==> src/rtl/dmem_requester_if.sv <==
// Bundle of the pipeline request/response handshake and the data-RAM bus.
// master: the requester; slave: the pipeline plus RAM environment that drives it.
interface dmem_requester_if;
   logic        req_valid;
   logic        req_we;
   logic [31:0] req_addr;
   logic [31:0] req_wdata;
   logic        req_ready;

   logic        resp_valid;
   logic [31:0] resp_rdata;
   logic        resp_err;
   logic        resp_oor;
   logic        stall;

   logic        cs;
   logic        we;
   logic [31:0] addr;
   logic [31:0] din;
   logic        ack;
   logic [31:0] dout;

   modport master (
      input  req_valid, req_we, req_addr, req_wdata, ack, dout,
      output req_ready, resp_valid, resp_rdata, resp_err, resp_oor, stall,
             cs, we, addr, din
   );

   modport slave (
      output req_valid, req_we, req_addr, req_wdata, ack, dout,
      input  req_ready, resp_valid, resp_rdata, resp_err, resp_oor, stall,
             cs, we, addr, din
   );
endinterface

==> src/rtl/dmem_requester.sv <==
// Pipeline-side initiator for the multi-cycle data RAM: one access per handshake, registered
// outputs. Define DMEM_REQ_WATCHDOG_EN to build the WAIT-state abort watchdog.
module dmem_requester #(
   parameter int unsigned ADDR_WIDTH     = 5,
   parameter int unsigned TIMEOUT_CYCLES = 16
) (
   input logic              clk,
   input logic              rst,
   dmem_requester_if.master bus
);

   if (ADDR_WIDTH < 1 || ADDR_WIDTH > 31) begin : g_bad_addr_width
      $error("dmem_requester: ADDR_WIDTH must be 1..31");
   end
   if (TIMEOUT_CYCLES < 4 || TIMEOUT_CYCLES > 255) begin : g_bad_timeout
      $error("dmem_requester: TIMEOUT_CYCLES must be 4..255");
   end

   typedef enum logic [1:0] {StIdle, StWait, StResp} state_e;

   state_e      state_q, state_d;
   logic [31:0] addr_q, addr_d;
   logic [31:0] din_q, din_d;
   logic        we_q, we_d;
   logic        cs_q, cs_d;
   logic        oor_q, oor_d;
   logic        resp_valid_q, resp_valid_d;
   logic [31:0] resp_rdata_q, resp_rdata_d;
   logic        resp_err_q, resp_err_d;
   logic        resp_oor_q, resp_oor_d;
   logic        req_oor;
   logic        expire;

   assign req_oor = (bus.req_addr >> ADDR_WIDTH) != 32'd0;

`ifdef DMEM_REQ_WATCHDOG_EN
   localparam logic [7:0] TimeoutLast = 8'(TIMEOUT_CYCLES - 1);

   logic [7:0] cnt_q, cnt_d;

   // Cleared while idle so every WAIT starts from zero.
   always_comb begin
      cnt_d = cnt_q;
      if (state_q == StIdle) begin
         cnt_d = '0;
      end else if (state_q == StWait) begin
         cnt_d = cnt_q + 8'd1;
      end
   end

   always_ff @(posedge clk or negedge rst) begin
      if (!rst) begin
         cnt_q <= '0;
      end else begin
         cnt_q <= cnt_d;
      end
   end

   assign expire = (state_q == StWait) && (cnt_q == TimeoutLast);
`else
   assign expire = 1'b0;
`endif

   always_comb begin
      state_d      = state_q;
      addr_d       = addr_q;
      din_d        = din_q;
      we_d         = we_q;
      cs_d         = cs_q;
      oor_d        = oor_q;
      resp_valid_d = 1'b0;
      resp_rdata_d = resp_rdata_q;
      resp_err_d   = 1'b0;
      resp_oor_d   = 1'b0;

      unique case (state_q)
         StIdle: begin
            if (bus.req_valid) begin
               addr_d  = bus.req_addr;
               din_d   = bus.req_wdata;
               we_d    = bus.req_we;
               oor_d   = req_oor;
               cs_d    = 1'b1;
               state_d = StWait;
            end
         end
         StWait: begin
            // RAM bus holds its value here; ack takes priority over an expiring watchdog.
            if (bus.ack) begin
               resp_rdata_d = we_q ? 32'd0 : bus.dout;
               resp_valid_d = 1'b1;
               resp_oor_d   = oor_q;
               cs_d         = 1'b0;
               we_d         = 1'b0;
               state_d      = StResp;
            end else if (expire) begin
               resp_rdata_d = 32'd0;
               resp_valid_d = 1'b1;
               resp_err_d   = 1'b1;
               resp_oor_d   = oor_q;
               cs_d         = 1'b0;
               we_d         = 1'b0;
               state_d      = StResp;
            end
         end
         StResp: begin
            state_d = StIdle;
         end
         default: begin
            state_d = StIdle;
            cs_d    = 1'b0;
            we_d    = 1'b0;
         end
      endcase
   end

   always_ff @(posedge clk or negedge rst) begin
      if (!rst) begin
         state_q      <= StIdle;
         addr_q       <= '0;
         din_q        <= '0;
         we_q         <= 1'b0;
         cs_q         <= 1'b0;
         oor_q        <= 1'b0;
         resp_valid_q <= 1'b0;
         resp_rdata_q <= '0;
         resp_err_q   <= 1'b0;
         resp_oor_q   <= 1'b0;
      end else begin
         state_q      <= state_d;
         addr_q       <= addr_d;
         din_q        <= din_d;
         we_q         <= we_d;
         cs_q         <= cs_d;
         oor_q        <= oor_d;
         resp_valid_q <= resp_valid_d;
         resp_rdata_q <= resp_rdata_d;
         resp_err_q   <= resp_err_d;
         resp_oor_q   <= resp_oor_d;
      end
   end

   assign bus.req_ready  = (state_q == StIdle);
   assign bus.resp_valid = resp_valid_q;
   assign bus.resp_rdata = resp_rdata_q;
   assign bus.resp_err   = resp_err_q;
   assign bus.resp_oor   = resp_oor_q;
   assign bus.stall      = cs_q;
   assign bus.cs         = cs_q;
   assign bus.we         = we_q;
   assign bus.addr       = addr_q;
   assign bus.din        = din_q;

endmodule

==> src/flat_wrapper.sv <==
// flat-port wrapper written by rule: the top's interface ports become plain ports
module dmem_requester_flat 
#(
   parameter int unsigned ADDR_WIDTH     = 5,
   parameter int unsigned TIMEOUT_CYCLES = 16
)
  (clk, rst, bus_req_valid, bus_req_we, bus_req_addr, bus_req_wdata, bus_ack, bus_dout, bus_req_ready, bus_resp_valid, bus_resp_rdata, bus_resp_err, bus_resp_oor, bus_stall, bus_cs, bus_we, bus_addr, bus_din);
  dmem_requester_if bus_i ();
  input logic clk;
  input logic rst;
  input wire logic [$bits(bus_i.req_valid)-1:0] bus_req_valid;
  input wire logic [$bits(bus_i.req_we)-1:0] bus_req_we;
  input wire logic [$bits(bus_i.req_addr)-1:0] bus_req_addr;
  input wire logic [$bits(bus_i.req_wdata)-1:0] bus_req_wdata;
  input wire logic [$bits(bus_i.ack)-1:0] bus_ack;
  input wire logic [$bits(bus_i.dout)-1:0] bus_dout;
  output wire logic [$bits(bus_i.req_ready)-1:0] bus_req_ready;
  output wire logic [$bits(bus_i.resp_valid)-1:0] bus_resp_valid;
  output wire logic [$bits(bus_i.resp_rdata)-1:0] bus_resp_rdata;
  output wire logic [$bits(bus_i.resp_err)-1:0] bus_resp_err;
  output wire logic [$bits(bus_i.resp_oor)-1:0] bus_resp_oor;
  output wire logic [$bits(bus_i.stall)-1:0] bus_stall;
  output wire logic [$bits(bus_i.cs)-1:0] bus_cs;
  output wire logic [$bits(bus_i.we)-1:0] bus_we;
  output wire logic [$bits(bus_i.addr)-1:0] bus_addr;
  output wire logic [$bits(bus_i.din)-1:0] bus_din;
  assign bus_i.req_valid = bus_req_valid;
  assign bus_i.req_we = bus_req_we;
  assign bus_i.req_addr = bus_req_addr;
  assign bus_i.req_wdata = bus_req_wdata;
  assign bus_i.ack = bus_ack;
  assign bus_i.dout = bus_dout;
  assign bus_req_ready = bus_i.req_ready;
  assign bus_resp_valid = bus_i.resp_valid;
  assign bus_resp_rdata = bus_i.resp_rdata;
  assign bus_resp_err = bus_i.resp_err;
  assign bus_resp_oor = bus_i.resp_oor;
  assign bus_stall = bus_i.stall;
  assign bus_cs = bus_i.cs;
  assign bus_we = bus_i.we;
  assign bus_addr = bus_i.addr;
  assign bus_din = bus_i.din;
  dmem_requester #(.ADDR_WIDTH(ADDR_WIDTH), .TIMEOUT_CYCLES(TIMEOUT_CYCLES)) u_core (.clk(clk), .rst(rst), .bus(bus_i));
endmodule
==> config.mk <==
export PLATFORM = sky130hd
export DESIGN_NAME = dmem_requester_flat
export DESIGN_NICKNAME = d
export VERILOG_FILES = /design/src/rtl/dmem_requester_if.sv /design/src/rtl/dmem_requester.sv /design/src/flat_wrapper.sv
export SDC_FILE = /design/constraint.sdc
export NUM_CORES = 1
export LEC_CHECK = 0
export ABC_CLOCK_PERIOD_IN_PS = 3100
export CAP_MARGIN = 20
export CELL_PAD_IN_SITES_DETAIL_PLACEMENT = 1
export CELL_PAD_IN_SITES_GLOBAL_PLACEMENT = 1
export CORE_MARGIN = 2
export CORE_UTILIZATION = 32
export CTS_CLUSTER_SIZE = 40
export DETAILED_ROUTE_END_ITERATION = 10
export PLACE_DENSITY = 0.94
export SYNTH_ARGS = -nofsm -noshare
export SYNTH_HDL_FRONTEND = slang
export SYNTH_SLANG_ARGS = --single-unit
==> constraint.sdc <==
create_clock -name clk -period 3.1 [get_ports clk]
set_clock_uncertainty 0.2 [all_clocks]
set_input_delay 0.775 -clock clk [delete_from_list [all_inputs] [get_ports clk]]
set_output_delay 0.775 -clock clk [all_outputs]
set_load 0.01 [all_outputs]
==> results of run 1 <==
==> worst register-to-register path, cell delays in order, from the launching register on <==
cell and delay, ps:
dfrtp_1 370, clkinv_1 720, a211o_1 540, o21ai_0 100
==> registers in the layout, summed over array words and instances (netlist names) <==
name / count
u_core.oor_q: 1
u_core.bus.cs: 1
u_core.state_q: 2
u_core.bus.resp_valid: 1
u_core.bus.we: 1
u_core.bus.resp_rdata: 32
u_core.bus.resp_oor: 1
u_core.bus.addr: 32
u_core.bus.din: 32
==> path summary, 6_finish.rpt <==
path,start,endpoint,slack (ps),depth (start not counted)
max in group asynchronous,rst,u_core.bus.addr[10],1730,2
worst min-delay path,rst,u_core.bus.resp_rdata[15],260,1
worst max register to register,u_core.bus.we,u_core.bus.we,1080,3
worst min register to register,u_core.bus.resp_rdata[19],u_core.bus.resp_rdata[19],290,2
min in group clk,u_core.bus.resp_rdata[19],u_core.bus.resp_rdata[19],290,2
worst max-delay path,u_core.state_q[0],bus_req_ready,620,2
==> routing by layer <==
layer	wire length [um]	part of all wire, %	GRT usage [%]
met5	0	0	0
met4	291	2.4	7.619
met3	638	5.3	3.086
met2	6619	55	34.85
met1	4541	38	19.85
==> final cells by class <==
class	count	area, um2
Timing Repair Buffer	207	2082
Sequential cell	103	2577
Clock buffer	11	252.7
Fill cell	1293	5634
Clock inverter	4	53.80
Inverter	5	18.77
Tap cell	168	210.2
Multi-Input combinational cell	185	1282
==> where the power goes <==
group / internal, uW / leakage (uW) / switching (uW)
logic: 1460 / 0.00134 / 971
registers: 1910 / 0.00124 / 337
clock network: 669 / 0.000144 / 487
==> cells by family (layout without fill, tap and decap cells) <==
kind of cell,count (synthesis),in the layout,synth area share [%]
AND/OR/NAND/NOR,81,81,8.647
buffers and inverters,24,227,3.508
multiplexers,64,64,18.05
AO/OA/AOI/OAI,39,39,5.169
flip-flops,103,103,64.54
other,1,1,0.09389
==> synthesized netlist by cell type <==
library cell    n  area share [%]
dfrtp_1       103              65
nand2_1        65             6.1
mux2_2         61              17
o21ai_0        34             4.3
buf_2           7            0.88
nor4_1          6            0.94
clkbuf_1        5            0.47
buf_6           4             1.1
inv_1           4            0.38
buf_4           3            0.56
mux2_1          3            0.85
a21oi_1         2            0.25
nand2b_1        2            0.31
nand4_1         2            0.31
nor2_1          2            0.19
o22a_1          2            0.44
a211o_1         1            0.22
and2_1          1            0.16
clkinv_1        1           0.094
conb_1          1           0.094
nand3b_1        1            0.19
nor3_1          1            0.13
nor3b_2         1            0.31
==> metrics by stage <==
stage | hold WS [ps] | power (uW) | area, um2
floorplan | 254.1 | 3150 | 3994
global placement | 264.7 | 4574 | 6171
detailed placement | 274.8 | 4731 | 6171
CTS | 291.2 | 5914 | 6477
global route | 305.9 | 6176 | 6477
finish | 258.4 | 5829 | 6477
==> flow_metrics.tcl, run 1 <==
set metrics [dict create \
    status "complete, no violations" \
    grt-ovfl-total 0 \
    numCtsBuffers 9 \
    final_cell_mix "clkdlybuf4s50_1 (201), dfrtp_1 (103), nand2_1 (65)" \
    place_inst 668 \
    drt_iter0_markers 95 \
    grt_start_max_net_pins 67 \
    arrival_ps 1510 \
    first_pass_iters 4 \
    final.setup.tns_ps 0 \
    drive_gt1_share_pct 16.12 \
    drt_wl_total_um 12090 \
    gp_congestion 0.7191 \
    vdd_drop_max_v 0.0003341 \
    io_pins 204 \
    crit_required_ps 2120 \
    finalCriticalPeriod_ps 2481 \
    synthDistinctLibCells 23 \
    syn_area_um2 3994 \
    critical-path-max-stage-delay_ps 570 \
    fmax_mhz 403.0 \
    startpoint_type "register" \
    synth_seq_area_share_pct 64.54 \
    cts_root_buf "clkbuf_16" \
    rsz0062_at_grt "no" \
    instances_no_fill 683 \
    fin_crit_sh_pct 80.04 \
    path_class "reg2out" \
    post-cts-setup-buffer-count 0 \
    synthCells 312 \
    grt_pass1_vias 3637 \
    ys.warnings.count 0 \
    htreeDepth 3 \
    ys_ff_latch 103 \
    path_buf_inv 1 \
    hold_class "in2async" \
    fin_nets 612 \
    die_area_um2 13390 \
    worstMarginPinSlew_ps 906.2 \
    final_core_util_pct 53.48 \
    antenna_cells 0 \
    post_cts_resized 0 \
    cts.sink_count 103 \
    hold_viol_final 0 \
    cp_top_family "buffers and inverters" \
    p_leak_uw 0.002719 \
    detail_route.wl_per_cell_um 17.70 \
    vias 3121 \
    antenna_found_initial 0 \
    crit_chain "nor2_1, clkdlybuf4s50_1" \
    final_antenna_net_count 0 \
    slew_viol_final 0 \
    grt_pass1_wl_um 18980 \
    viasPerCell 4.570 \
    cpMaxStageDelayCell "clkdlybuf4s50_1" \
    cts_tree "yes" \
    synth_nets 413 \
    die_w_um 115.7 \
    hpwl_um 9285 \
    post-place-ws_ps 446.6 \
    ctsHoldBuffers 0 \
    rows 40 \
    start_util_pct 32.98 \
    max-cap-violations 0 \
    layout_commonest_cell "clkdlybuf4s50_1" \
    fp.coreArea_um2 12110 \
    clk_pin_slew_ps 70 \
    die_y_um 115.7 \
    setup_ws_ps 618.7 \
    io_buffers 202 \
    track_usage_pct 18.25 \
    cp-end-kind "output port" \
    clock_latency_ps 340 \
    clockBufferDepth 2 \
    path_max_fanout 7 \
    p_per_area_nw_per_um2 899.9 \
    post-route-drc-count 0 \
    slew_headroom_pct 39.21 \
    synth.avg_cell_area_um2 12.80 \
    area_delta_synth_final_pct 62.19 \
    finalSetupViolCount 0 \
]
(Power assumes the default switching activity.)
==> run 2: changes to the inputs <==
--- a/config.mk
+++ b/config.mk
@@ -5,15 +5,15 @@
 export SDC_FILE = /design/constraint.sdc
 export NUM_CORES = 1
 export LEC_CHECK = 0
-export ABC_CLOCK_PERIOD_IN_PS = 3100
+export ABC_CLOCK_PERIOD_IN_PS = 2400
 export CAP_MARGIN = 20
 export CELL_PAD_IN_SITES_DETAIL_PLACEMENT = 1
 export CELL_PAD_IN_SITES_GLOBAL_PLACEMENT = 1
 export CORE_MARGIN = 2
-export CORE_UTILIZATION = 32
+export CORE_UTILIZATION = 30
 export CTS_CLUSTER_SIZE = 40
 export DETAILED_ROUTE_END_ITERATION = 10
-export PLACE_DENSITY = 0.94
+export PLACE_DENSITY = 0.89
 export SYNTH_ARGS = -nofsm -noshare
 export SYNTH_HDL_FRONTEND = slang
 export SYNTH_SLANG_ARGS = --single-unit
==> constraint.sdc (replaced) <==
create_clock -name clk -period 2.4 [get_ports clk]
set_clock_uncertainty 0.2 [all_clocks]
set_input_delay 0.6 -clock clk [delete_from_list [all_inputs] [get_ports clk]]
set_output_delay 0.6 -clock clk [all_outputs]
set_load 0.01 [all_outputs]
==> flow_metrics.tcl, run 2 (synthesized netlist as in run 1, its figures left out) <==
set metrics [dict create \
    status "complete, no violations" \
    final_cell_mix "clkdlybuf4s50_1 (201), dfrtp_1 (102), nand2_1 (65)" \
    path_max_fanout 7 \
    drt_wl_total_um 12180 \
    cpMaxStageDelayCell "clkdlybuf4s50_1" \
    p_per_area_nw_per_um2 1148 \
    fmax_mhz 431.8 \
    crit_required_ps 1600 \
    io_buffers 202 \
    fin_crit_sh_pct 96.49 \
    layout_commonest_cell "clkdlybuf4s50_1" \
    htreeDepth 3 \
    grt_pass1_wl_um 19590 \
    setup_ws_ps 84.35 \
    crit_chain "nor2_1, clkdlybuf4s50_1" \
    cts.sink_count 103 \
    rsz0062_at_grt "no" \
    track_usage_pct 17.69 \
    fp.coreArea_um2 13140 \
    final.setup.tns_ps 0 \
    final_antenna_net_count 0 \
    hpwl_um 9204 \
    rows 42 \
    hold_class "in2async" \
    vdd_drop_max_v 0.0004241 \
    finalSetupViolCount 0 \
    start_util_pct 30.40 \
    post-cts-setup-buffer-count 0 \
    first_pass_iters 4 \
    cp-end-kind "output port" \
    die_area_um2 14250 \
    arrival_ps 1520 \
    finalCriticalPeriod_ps 2316 \
    cts_root_buf "clkbuf_16" \
    drt_iter0_markers 158 \
    clk_pin_slew_ps 70 \
    slew_headroom_pct 62.04 \
    fillers 1364 \
    fin_nets 622 \
    clockBufferDepth 2 \
    die_y_um 119.4 \
    placed_cell_area_um2 6306 \
    antenna_cells 0 \
    grt_pass1_vias 3692 \
    path_buf_inv 1 \
    worstMarginPinSlew_ps 569.4 \
    gp_congestion 0.7549 \
    multi_input_comb_area_um2 1282 \
    instances_no_fill 702 \
    place_inst 686 \
    clock_latency_ps 350 \
    io_pins 204 \
    slew_viol_final 0 \
    finalPower_uw 7587 \
    detail_route.wl_per_cell_um 17.35 \
    startpoint_type "register" \
    grt-ovfl-total 0 \
    max-cap-violations 0 \
    seq_area_um2 2579 \
    critical-path-max-stage-delay_ps 580 \
    design_area_um2 6606 \
    path_class "reg2out" \
    vias 3175 \
    viasPerCell 4.523 \
    cts_tree "yes" \
    area_delta_synth_final_pct 65.41 \
    antenna_found_initial 0 \
    drive_gt1_share_pct 17.87 \
    die_w_um 119.4 \
    p_leak_uw 0.002777 \
    post-place-ws_ps 7.488 \
    cp_top_family "buffers and inverters" \
    numCtsBuffers 9 \
    grt_start_max_net_pins 104 \
    hold_viol_final 0 \
    post-route-drc-count 0 \
]
-- run 2: through the flow --
step / util [%] / hold slack, ps
2_1_floorplan: - / 104.4
3_3_place_gp: 48.00 / 262.7
3_5_place_dp: 48.00 / 273.8
4_1_cts: 50.28 / 138.5
5_1_grt: 50.29 / 171.3
6_report: 50.29 / 88.26
-- run 2: final timing paths --
kind	to	slack, ps	depth (start not counted)	start
worst max-delay path	bus_req_ready	80	2	u_core.state_q[1]
worst min-delay path	u_core.bus.resp_rdata[18]	90	2	rst
worst max register to register	u_core.bus.din[20]	630	4	u_core.state_q[1]
worst min register to register	u_core.bus.resp_rdata[28]	290	2	u_core.bus.resp_rdata[28]
max in group asynchronous	u_core.state_q[0]	1430	2	rst
min in group clk	u_core.bus.resp_rdata[28]	290	2	u_core.bus.resp_rdata[28]
-- run 2: repair_timing --
item,in CTS,in global routing
hold buffers,0,0
setup endpoints to repair,0,1
gates resized for setup,0,1
-- run 2: area by class of cell --
cell class	instances	share of cell area, %
tap	176	3.333
multi-input combinational	185	19.41
inverter	5	0.2841
clock inverter	6	1.061
timing repair buffer	217	33.41
clock buffer	10	3.466
sequential	103	39.03
-- run 2: layer usage --
layer	GRT usage [%]	routed length (um)
met1	20.02	4679
met2	31.43	6479
met3	3.305	614
met4	9.632	406
met5	0	0
-- run 2: report_power, final --
group	switching, uW	internal, uW	total [uW]	leakage (uW)
logic	1280	1950	3230	0.00141
registers	424	2470	2890	0.00124
clock network	657	814	1470	0.000135
total	2360	5230	7590	0.00278
==> run 3: changes to the inputs <==
--- a/config.mk
+++ b/config.mk
@@ -11,7 +11,7 @@
 export CELL_PAD_IN_SITES_GLOBAL_PLACEMENT = 1
 export CORE_MARGIN = 2
 export CORE_UTILIZATION = 30
-export CTS_CLUSTER_SIZE = 40
+export CTS_CLUSTER_SIZE = 14
 export DETAILED_ROUTE_END_ITERATION = 10
 export PLACE_DENSITY = 0.89
 export SYNTH_ARGS = -nofsm -noshare
==> results of run 3 <==
No change in the layout: final DEF, timing and power equal those of run 2.
